===== src/rtl/quad_ab_tx.sv =====
// Quadrature A/B pulse transmitter: emits N Gray-coded A/B steps at a
// programmable period while tracking a signed position count.
module quad_ab_tx #(
    parameter int CNT_W = 32,
    parameter int DIV_W = 16
) (
    input  logic             clk,
    input  logic             rst,
    input  logic             cmd_valid,
    output logic             cmd_ready,
    input  logic [CNT_W-1:0] cmd_steps,
    input  logic             cmd_dir,
    input  logic [DIV_W-1:0] cmd_div,
    input  logic             abort,
    output logic             a,
    output logic             b,
    output logic             busy,
    output logic             done,
    output logic [CNT_W-1:0] pos
);

    typedef enum logic [1:0] {
        S_IDLE,
        S_RUN,
        S_DONE
    } state_t;

    localparam logic [CNT_W-1:0] CNT_ONE = {{(CNT_W-1){1'b0}}, 1'b1};
    localparam logic [DIV_W-1:0] DIV_ONE = {{(DIV_W-1){1'b0}}, 1'b1};

    state_t           r_state;
    state_t           w_state_nx;
    logic             r_ready;
    logic             r_busy;
    logic             r_done;
    logic             r_a;
    logic             r_b;
    logic             r_dir;
    logic [1:0]       r_phase;
    logic [1:0]       w_phase_nx;
    logic [CNT_W-1:0] r_rem;
    logic [CNT_W-1:0] r_pos;
    logic [DIV_W-1:0] r_div;
    logic [DIV_W-1:0] r_cnt;
    logic             w_accept;
    logic             w_due;
    logic             w_step;

    always_ff @(posedge clk) begin
        if (rst) begin
            r_state <= S_IDLE;
        end else begin
            r_state <= w_state_nx;
        end
    end

    always_comb begin
        w_state_nx = r_state;
        w_accept   = 1'b0;
        w_due      = 1'b0;
        w_step     = 1'b0;
        w_phase_nx = r_phase;
        unique case (r_state)
            S_IDLE: begin
                w_accept = r_ready & cmd_valid;
                if (w_accept) begin
                    w_state_nx = S_RUN;
                end
            end
            S_RUN: begin
                w_due  = (r_rem != '0) && (r_cnt == r_div);
                // abort wins over a step that falls due in the same cycle
                w_step = w_due & ~abort;
                if (abort || (r_rem == '0)) begin
                    w_state_nx = S_DONE;
                end
            end
            S_DONE: begin
                w_state_nx = S_IDLE;
            end
            default: begin
                w_state_nx = S_IDLE;
            end
        endcase
        if (w_step) begin
            w_phase_nx = r_dir ? (r_phase - 2'd1) : (r_phase + 2'd1);
        end
    end

    always_ff @(posedge clk) begin
        if (rst) begin
            r_ready <= 1'b0;
            r_busy  <= 1'b0;
            r_done  <= 1'b0;
            r_phase <= 2'd0;
            r_a     <= 1'b0;
            r_b     <= 1'b0;
        end else begin
            r_ready <= (w_state_nx == S_IDLE);
            r_busy  <= (w_state_nx == S_RUN);
            r_done  <= (w_state_nx == S_DONE);
            r_phase <= w_phase_nx;
            // phase index 0..3 maps to {a,b} = 00,10,11,01
            r_a     <= w_phase_nx[1] ^ w_phase_nx[0];
            r_b     <= w_phase_nx[1];
        end
    end

    always_ff @(posedge clk) begin
        if (rst) begin
            r_rem <= '0;
            r_dir <= 1'b0;
            r_div <= '0;
            r_cnt <= '0;
            r_pos <= '0;
        end else if (w_accept) begin
            r_rem <= cmd_steps;
            r_dir <= cmd_dir;
            r_div <= cmd_div;
            r_cnt <= '0;
        end else if ((r_state == S_RUN) && !abort) begin
            if (w_due) begin
                r_cnt <= '0;
                r_rem <= r_rem - CNT_ONE;
                r_pos <= r_dir ? (r_pos - CNT_ONE) : (r_pos + CNT_ONE);
            end else if (r_rem != '0) begin
                r_cnt <= r_cnt + DIV_ONE;
            end
        end
    end

    assign cmd_ready = r_ready;
    assign busy      = r_busy;
    assign done      = r_done;
    assign a         = r_a;
    assign b         = r_b;
    assign pos       = r_pos;

endmodule

===== config.mk =====
export PLATFORM = sky130hd
export DESIGN_NAME = quad_ab_tx
export DESIGN_NICKNAME = d
export VERILOG_FILES = /design/src/rtl/quad_ab_tx.sv
export SDC_FILE = /design/constraint.sdc
export NUM_CORES = 1
export LEC_CHECK = 0
export CELL_PAD_IN_SITES_DETAIL_PLACEMENT = 1
export CELL_PAD_IN_SITES_GLOBAL_PLACEMENT = 1
export CORE_MARGIN = 2
export CORE_UTILIZATION = 44
export CTS_CLUSTER_SIZE = 8
export DETAILED_ROUTE_END_ITERATION = 10
export PLACE_DENSITY_LB_ADDON = 0.15
export SLEW_MARGIN = 10
export SYNTH_ARGS = -nofsm -noshare
export SYNTH_HDL_FRONTEND = slang
export SYNTH_SLANG_ARGS = --single-unit

===== constraint.sdc =====
create_clock -name clk -period 8.6 [get_ports clk]
set_clock_uncertainty 0.2 [all_clocks]
set_input_delay 2.15 -clock clk [delete_from_list [all_inputs] [get_ports clk]]
set_output_delay 2.15 -clock clk [all_outputs]
set_load 0.05 [all_outputs]

==> results.sh, run 1 <==
export IMPL_yosysWarnings=0
export IMPL_pin_count=90
export IMPL_reg2reg_from="r_rem[12]"
export IMPL_die_area_mm2=0.0150
export IMPL_drive_above_1_share_pct=5.02
export IMPL_ant_nets=0
export IMPL_overflow=0
export IMPL_via_per_inst=5.68
export IMPL_synth_area_leaders="dfxtp_1 34%, a21oi_1 7.5%, ha_1 6.7%"
export IMPL_globalplace_congestion=0.820
export IMPL_drt_pass1_iter_count=4
export IMPL_swShare_pct=28.3
export IMPL_antenna_cells=0
export IMPL_cts_made_buffers=9
export IMPL_critical_path_class="in2reg"
export IMPL_die_width_um=123
export IMPL_root_buffer="clkbuf_16"
export IMPL_cp_arrival_ps=4900
export IMPL_setup_tns_ps=0
export IMPL_rsz0062_at_grt="false"
export IMPL_vdd_drop_max_mv=0.135
export IMPL_startpoint_type="input pin"
export IMPL_setup_violations=0
export IMPL_ys_ff_latch=105
export IMPL_endpoint_kind="flip-flop"
export IMPL_cts_sinks=105
export IMPL_nets=939
export IMPL_fin_crit_ps=4850
export IMPL_layoutNonFillerInstCount=1037
export IMPL_synth_top_area_share_pct=34.0
export IMPL_grtUsageTotal_pct=24.5
export IMPL_synth_fp_nets=873
export IMPL_worst_r2r_setup_slack_ps=4400
export IMPL_die_h_um=123
export IMPL_area_delta_synth_final_pct=21.3
export IMPL_drtIter0Drc=361
export IMPL_grt_pass1_vias=6180
export IMPL_numPortBuffers=89
export IMPL_drv_cap=0
export IMPL_slew_limit_headroom_pct=49.6
export IMPL_cpMaxStageDelayCell="nor2_2"
export IMPL_power_frac_comb_pct=16.0
export IMPL_seqPwrFrac_pct=45.9
export IMPL_cts_resized=0
export IMPL_final_util_pct=54.2
export IMPL_hold_buffers=0
export IMPL_drt_wl_total_mm=17.8
export IMPL_synth_top_cell_by_area="dfxtp_1"
export IMPL_p_int_mw=0.822
export IMPL_switching_power_mw=0.324
export IMPL_p_leak_nw=2.91
export IMPL_place_ws_ps=3400
export IMPL_path_max_fanout=25
export IMPL_clock_latency_ps=360
export IMPL_clk_path_buf_depth=2
export IMPL_seq_area_frac_synth_pct=34.0
export IMPL_num_rows=43
export IMPL_antenna_found_initial=0
export IMPL_clockPowerShare_pct=38.1
export IMPL_dpl_cell_count=1021
export IMPL_cp_required_ps=8650
export IMPL_synthCells=786
export IMPL_synth_edf_count=0
export IMPL_hold_worst_slack_ps=276
export IMPL_layout_setup_ws_ps=3750
export IMPL_period_share_pct=56.4
export IMPL_cts_setup_buffers=0
export IMPL_grt_pass1_wl_mm=29.4
export IMPL_core_region_area_mm2=0.0138
export IMPL_power_density_mw_per_mm2=153
export IMPL_yosysUniqueCellTypes=61
export IMPL_syn_area_per_cell_um2=7.86
export IMPL_cts_htree_levels=3
export IMPL_min_from="r_div[11]"
export IMPL_path_cells="clkdlybuf4s50_1 > a31oi_1 > nand2_1 > nor2_2 > buf_4 > nand4b_1 > a21o_1 > o211ai_1 > mux2_2"
export IMPL_post_drt_wl_per_cell_um=17.2
export IMPL_crit_buf_inv=2
export IMPL_synth_area_mm2=0.00618
export IMPL_fillers=1711
export IMPL_worst_slew_pin_slew_ps=746
export IMPL_crit_start="abort"
export IMPL_start_util_pct=44.7
export IMPL_tritoncts="done"
export IMPL_dpl_hpwl_mm=12.7
export IMPL_synth_ff_type="dfxtp_1"
export IMPL_drc=0
export IMPL_hold_class="reg2reg"
export IMPL_clk_pin_slew_ps=70
export IMPL_status="complete, no violations"
export IMPL_slowest_delay_ps=600
export IMPL_max_freq_mhz=206
export IMPL_slew_viol_final=0
export IMPL_hold_viol_final=0
export IMPL_synthArstFlopShare_pct=0
export IMPL_grt_max_degree=64
export IMPL_cpLargestDelayFamily="simple AND/OR/NAND/NOR gates"
export IMPL_num_vias=5885
## cells in the mapped netlist, types with 3 or more instances
cell type and count:
a311oi_1 6, nor2_1 86, nand3_1 14, nor3_1 26, nand2_1 108, and3_1 4, clkbuf_1 30, xnor2_1 36
or4_1 5, xor2_1 33, o211ai_1 6, dfxtp_1 105, o41ai_1 3, o21a_1 5, buf_2 8, a21o_1 18
o31ai_1 4, nand4_1 11, mux2i_1 4, or3_1 10, o21ai_0 23, nor2b_1 6, a211oi_1 23, a31oi_1 3
a21oi_1 93, and2_1 4, ha_1 33, inv_1 14, nor4_1 14, nand2b_1 3, a2111oi_0 5, or2_2 5
## power groups by stage
stage          sequential (mW)  combinational, mW  clock [mW]
4_1_cts                  0.526              0.183       0.450
3_5_place_dp             0.537              0.181           0
6_report                 0.526              0.183       0.437
3_3_place_gp             0.536              0.175           0
2_1_floorplan            0.540              0.111           0
5_1_grt                  0.530              0.202       0.471
## tightest hold or removal path: cells and delay by family, from the launching register on
family           cells  cell delay (ps)
AND/OR/NAND/NOR      1               50
flip-flops           1              320
AO/OA/AOI/OAI        1               60
## layout make-up
cell class,count,area (um2),share of cell area (%)
repair buffers,96,938,12.5
inverters,15,56.3,0.751
well taps,180,225,3.00
clock inverters,5,67.6,0.901
clock buffers,11,243,3.24
flip-flops and latches,105,2100,28.0
multi-input cells,625,3860,51.6
## final timing paths
path / to / cells past startpoint
worst max register to register: r_cnt[5] / 7
worst min-delay path: r_div[11] / 2
worst min register to register: r_div[11] / 2
worst max-delay path: pos[31] / 9
## cells in the final DEF (no fill, tap or decap), drive strengths merged, types with 4 or more instances in the layout
master           n
nand2          108
dfxtp          105
a21oi           93
clkdlybuf4s50   88
nor2            86
xnor2           36
xor2            33
ha              33
nor3            27
o21ai           23
a211oi          23
a21o            18
inv             17
nor4            15
nand3           14
or3             12
nand4           11
clkbuf          11
buf              8
or4              7
or2              7
a311oi           6
o211ai           6
nor2b            6
a2111oi          6
o21a             5
and3             4
and2             4
mux2i            4
o31ai            4
## kinds of logic after synthesis
group	count (synthesis)	share of synthesized area (%)
simple gates	312	23.9
compound gates	205	20.9
flops	105	34.0
xor+xnor	69	9.78
buf+inv	56	3.58
fa+ha+maj	34	7.00
mux	5	0.830
## registers in the layout, indices dropped and copies added, names as in the netlist
register and cells:
a 1, b 1, busy 1, cmd_ready 1, done 1, pos 32, r_cnt 16, r_dir 1
r_div 16, r_phase 1, r_rem 32, r_state 2
## layer usage
| metal | track usage [%] | up-vias | share of wire, % |
|---|---|---|---|
| met2 | 45.0 | 78 | 51 |
| met1 | 28.5 | 2844 | 45 |
| met4 | 7.11 | 0 | 1.3 |
| li1 | - | 2943 | - |
| met3 | 5.02 | 20 | 3.0 |
| met5 | 0 | - | 0 |
## metrics by stage
step / instance area, um2 / total power [mW]
3_3_place_gp: 7190 / 0.711
2_1_floorplan: 6180 / 0.651
4_1_cts: 7500 / 1.16
5_1_grt: 7500 / 1.20
3_5_place_dp: 7190 / 0.718
6_report: 7500 / 1.15
No activity file was read; power rests on OpenSTA's default activity.
==> inputs of run 2 (changes only) <==
- CORE_UTILIZATION: 44 -> 41
- clock period: 8.6 -> 4.8 ns (I/O delays scaled with it)
==> run 2 against run 1 <==
Against the previous run: critical path depth fell by 2; die area is 7.1% higher; combinational power is 80% higher; design area up 0.23%; clock power up 74%; sequential cell count did not move; non-clock buffer count rose by 4; wire length up 1.4%; sequential share of layout area down 0.065 points; worst hold slack lost 5.1 ps; power rose by 77%; global-route usage fell by 1.5 points; critical endpoint is now r_rem[4]; highest routed layer unchanged.
==> results.sh, run 2 (synthesis results as in run 1) <==
export IMPL_mostFrequentLayoutCell="nand2_1"
export IMPL_fillers=1778
export IMPL_slew_viol_final=0
export IMPL_status="complete, no violations"
export IMPL_overflow=0
export IMPL_vdd_drop_max_mv=0.178
export IMPL_antenna_cells=0
export IMPL_pin_count=90
export IMPL_grt_pass1_vias=6348
export IMPL_power_density_mw_per_mm2=271
export IMPL_period_share_pct=82.7
export IMPL_clk_pin_slew_ps=70
export IMPL_setup_violations=0
export IMPL_num_rows=44
export IMPL_rsz0062_at_grt="false"
export IMPL_cp_required_ps=4830
export IMPL_max_freq_mhz=252
export IMPL_slew_limit_headroom_pct=46.7
export IMPL_antenna_found_initial=0
export IMPL_numPortBuffers=89
export IMPL_post_drt_wl_per_cell_um=17.3
export IMPL_hold_class="reg2reg"
export IMPL_nets=943
export IMPL_multi_input_area_mm2=0.00386
export IMPL_grt_pass1_wl_mm=30.7
export IMPL_cp_arrival_ps=4000
export IMPL_clk_path_buf_depth=2
export IMPL_drt_wl_total_mm=18.0
export IMPL_drv_cap=0
export IMPL_die_width_um=127
export IMPL_finish_instance_area_mm2=0.00751
export IMPL_cts_resized=0
export IMPL_dpl_hpwl_mm=13.3
export IMPL_startpoint_type="input pin"
export IMPL_final_util_pct=51.3
export IMPL_path_max_fanout=48
export IMPL_grtUsageTotal_pct=23.0
export IMPL_hold_buffers=0
export IMPL_die_area_mm2=0.0161
export IMPL_p_leak_nw=2.92
export IMPL_start_util_pct=42.2
export IMPL_layout_common_cells="108 x nand2_1, 105 x dfxtp_1, 93 x a21oi_1"
export IMPL_grt_max_degree=49
export IMPL_fin_crit_ps=3970
export IMPL_root_buffer="clkbuf_16"
export IMPL_area_delta_synth_final_pct=21.6
export IMPL_placed_area_mm2=0.00722
export IMPL_cts_setup_buffers=0
export IMPL_register_area_mm2=0.00210
export IMPL_endpoint_kind="flip-flop"
export IMPL_drtIter0Drc=298
export IMPL_cts_sinks=105
export IMPL_setup_tns_ps=0
export IMPL_worst_r2r_setup_slack_ps=950
export IMPL_via_per_inst=5.63
export IMPL_drt_pass1_iter_count=7
export IMPL_tritoncts="done"
export IMPL_worst_slew_pin_slew_ps=798
export IMPL_num_vias=5879
export IMPL_clock_latency_ps=350
export IMPL_critical_path_class="in2reg"
export IMPL_ant_nets=0
export IMPL_hold_viol_final=0
export IMPL_drive_above_1_share_pct=5.35
export IMPL_die_h_um=127
export IMPL_core_region_area_mm2=0.0146
export IMPL_cts_made_buffers=9
export IMPL_globalplace_congestion=0.858
export IMPL_drc=0
export IMPL_cts_htree_levels=3
[run 2: final timing paths]
path / start / end / cells after the start
hold / removal: r_div[10] / r_div[10] / 2
setup reg to reg: r_rem[12] / r_cnt[6] / 8
setup / recovery: abort / r_rem[4] / 7
hold reg to reg: r_div[10] / r_div[10] / 2
[run 2: final cells by class]
cell class	count	area share, %
sequential	105	28.0
tap	184	3.06
timing repair buffer	100	12.9
multi-input combinational	625	51.4
inverter	15	0.749
clock inverter	5	0.849
clock buffer	10	3.05
[run 2: per-layer routing]
layer | GRT usage (%) | share of wire [%]
met5 | 0 | 0
met4 | 4.91 | 1.3
met3 | 4.47 | 3.0
met2 | 42.3 | 50
met1 | 27.9 | 45
[run 2: report_power, final]
| group | internal (mW) | total [mW] | switching [mW] |
|---|---|---|---|
| Sequential | 0.906 | 0.945 | 0.0391 |
| Clock | 0.408 | 0.759 | 0.350 |
| Combinational | 0.142 | 0.329 | 0.187 |
| Total | 1.46 | 2.03 | 0.577 |
[run 2: per-stage QoR]
stage                     setup WS (ps)  power (mW)  hold WS [ps]  cells
after floorplan                    1300        1.17           239    786
after global placement              614        1.28           257   1029
after detailed placement            492        1.29           265   1029
after CTS                           864        2.05           275   1044
after global routing                602        2.13           288   1044
final                               829        2.03           271   1044
[run 2: critical path, stage by stage]
cell             delay [ps]
clkdlybuf4s50_1         440
a31oi_1                 350
or4b_2                  830
buf_4                   380
nand2_1                 310
a21oi_1                 120
a2111oi_0               360
==> inputs of run 3 (changes only) <==
- clock period: 4.8 -> 3.7 ns (I/O delays scaled with it)
==> run 3 against run 2 <==
Against the previous run: die area did not move; largest cell class unchanged; design area is 1.5% higher; highest routed layer unchanged; non-clock buffer count up 12.
==> results.sh, run 3 (synthesis results as in run 1) <==
export IMPL_hold_buffers=0
export IMPL_cts_made_buffers=9
export IMPL_grtUsageTotal_pct=23.4
export IMPL_cp_arrival_ps=3490
export IMPL_die_width_um=127
export IMPL_startpoint_type="flip-flop"
export IMPL_path_max_fanout=9
export IMPL_num_vias=5991
export IMPL_dr_wl_met3_um=684
export IMPL_die_area_mm2=0.0161
export IMPL_drt_wl_total_mm=18.3
export IMPL_area_delta_synth_final_pct=23.4
export IMPL_cts_setup_buffers=0
export IMPL_min_from="r_div[9]"
export IMPL_dr_max_layer_used="met4"
export IMPL_antenna_cells=0
export IMPL_switching_power_mw=0.749
export IMPL_dpl_hpwl_mm=13.4
export IMPL_reg2reg_from="r_cnt[4]"
export IMPL_post_drt_wl_per_cell_um=17.4
export IMPL_vdd_drop_max_mv=0.226
export IMPL_path_cells="xor2_1 > nor4_1 > nand4_1 > or4b_2 > or3_4 > nor3_2 > nor3_1 > a2111oi_2"
export IMPL_drv_cap=0
export IMPL_die_h_um=127
export IMPL_placed_area_mm2=0.00731
export IMPL_grt_pass1_wl_mm=31.1
export IMPL_max_freq_mhz=291
export IMPL_power_frac_comb_pct=16.4
export IMPL_p_int_mw=1.91
export IMPL_cts_sinks=105
export IMPL_reg2reg_depth=8
export IMPL_hold_depth=2
export IMPL_nets=955
export IMPL_slowest_delay_ps=870
export IMPL_swShare_pct=28.1
export IMPL_critical_path_class="reg2reg"
export IMPL_clk_path_buf_depth=2
export IMPL_worst_slew_pin_slew_ps=747
export IMPL_cts_resized=0
export IMPL_clockPowerShare_pct=37.6
export IMPL_antenna_found_initial=0
export IMPL_drt_pass1_iter_count=4
export IMPL_drive_above_1_share_pct=6.99
export IMPL_mostFrequentLayoutCell="nand2_1"
export IMPL_tritoncts="done"
export IMPL_globalplace_congestion=0.836
export IMPL_rsz0062_at_grt="false"
export IMPL_fin_crit_ps=3440
export IMPL_finish_instance_area_mm2=0.00763
export IMPL_slew_limit_headroom_pct=50.2
export IMPL_hold_class="reg2reg"
export IMPL_total_power_mw=2.66
export IMPL_pin_count=90
export IMPL_grt_max_degree=66
export IMPL_slew_viol_final=0
export IMPL_via_per_inst=5.67
export IMPL_setup_violations=0
export IMPL_num_rows=44
export IMPL_core_region_area_mm2=0.0146
export IMPL_met1_length_mm=8.25
export IMPL_layout_common_cells="108 x nand2_1, 105 x dfxtp_1, 93 x a21oi_1"
export IMPL_ant_nets=0
export IMPL_start_util_pct=42.2
export IMPL_numPortBuffers=89
export IMPL_cpMaxStageDelayCell="or4b_2"
export IMPL_drc=0
export IMPL_drtIter0Drc=250
export IMPL_root_buffer="clkbuf_16"
export IMPL_cts_htree_levels=3
export IMPL_overflow=0
export IMPL_endpoint_kind="flip-flop"
export IMPL_power_density_mw_per_mm2=349
export IMPL_clock_latency_ps=360
export IMPL_grt_pass1_vias=6445
export IMPL_hold_viol_final=0
export IMPL_crit_start="r_cnt[4]"
export IMPL_period_share_pct=92.9
export IMPL_cp_required_ps=3760
export IMPL_status="complete, no violations"
export IMPL_clk_pin_slew_ps=70
export IMPL_wl_met2_mm=9.14
export IMPL_hold_worst_slack_ps=273
export IMPL_seqPwrFrac_pct=46.0
export IMPL_p_leak_nw=2.99
export IMPL_final_util_pct=52.1
run 3: worst max-delay path, delay by kind of cell (launching register included):
kind                      cells  cell delay (ps)
AOI/OAI and AO/OA             1              330
DFF                           1              370
and+or+nand+nor               6             2240
xor gates and xnor gates      1              190
run 3: layer usage:
layer,up-vias,GRT usage (%)
met5,-,0
met2,95,41.4
met1,2913,29.0
met3,20,4.93
li1,2963,-
met4,0,6.27
run 3: final timing paths:
kind	slack, ps	to
max	260	r_rem[27]
min	270	r_div[9]
max reg2reg	260	r_rem[27]
min reg2reg	270	r_div[9]
run 3: cell type report:
cell class	count	area, um2
repair buffers	112	1060
well taps	184	230
flip-flops and latches	105	2100
clock buffers	11	243
multi-input cells	625	3870
fillers	1797	7020
clock inverters	5	61.3
inverters	15	56.3
run 3: power by group through the flow:
stage | Combinational, mW | Clock (mW) | Sequential, mW
2_1_floorplan | 0.259 | 0 | 1.26
3_3_place_gp | 0.421 | 0 | 1.25
4_1_cts | 0.436 | 1.03 | 1.22
5_1_grt | 0.484 | 1.08 | 1.23
3_5_place_dp | 0.434 | 0 | 1.25
6_report | 0.436 | 1.00 | 1.23
run 3: metrics by stage:
step / setup TNS, ps / setup slack, ps / instances
final: 0 / 262 / 1057
after global routing: 0 / 60.2 / 1057
after CTS: 0 / 132 / 1057
after detailed placement: -26.2 / -20.8 / 1041
after global placement: 0 / 58.6 / 1041
after floorplan: 0 / 201 / 786
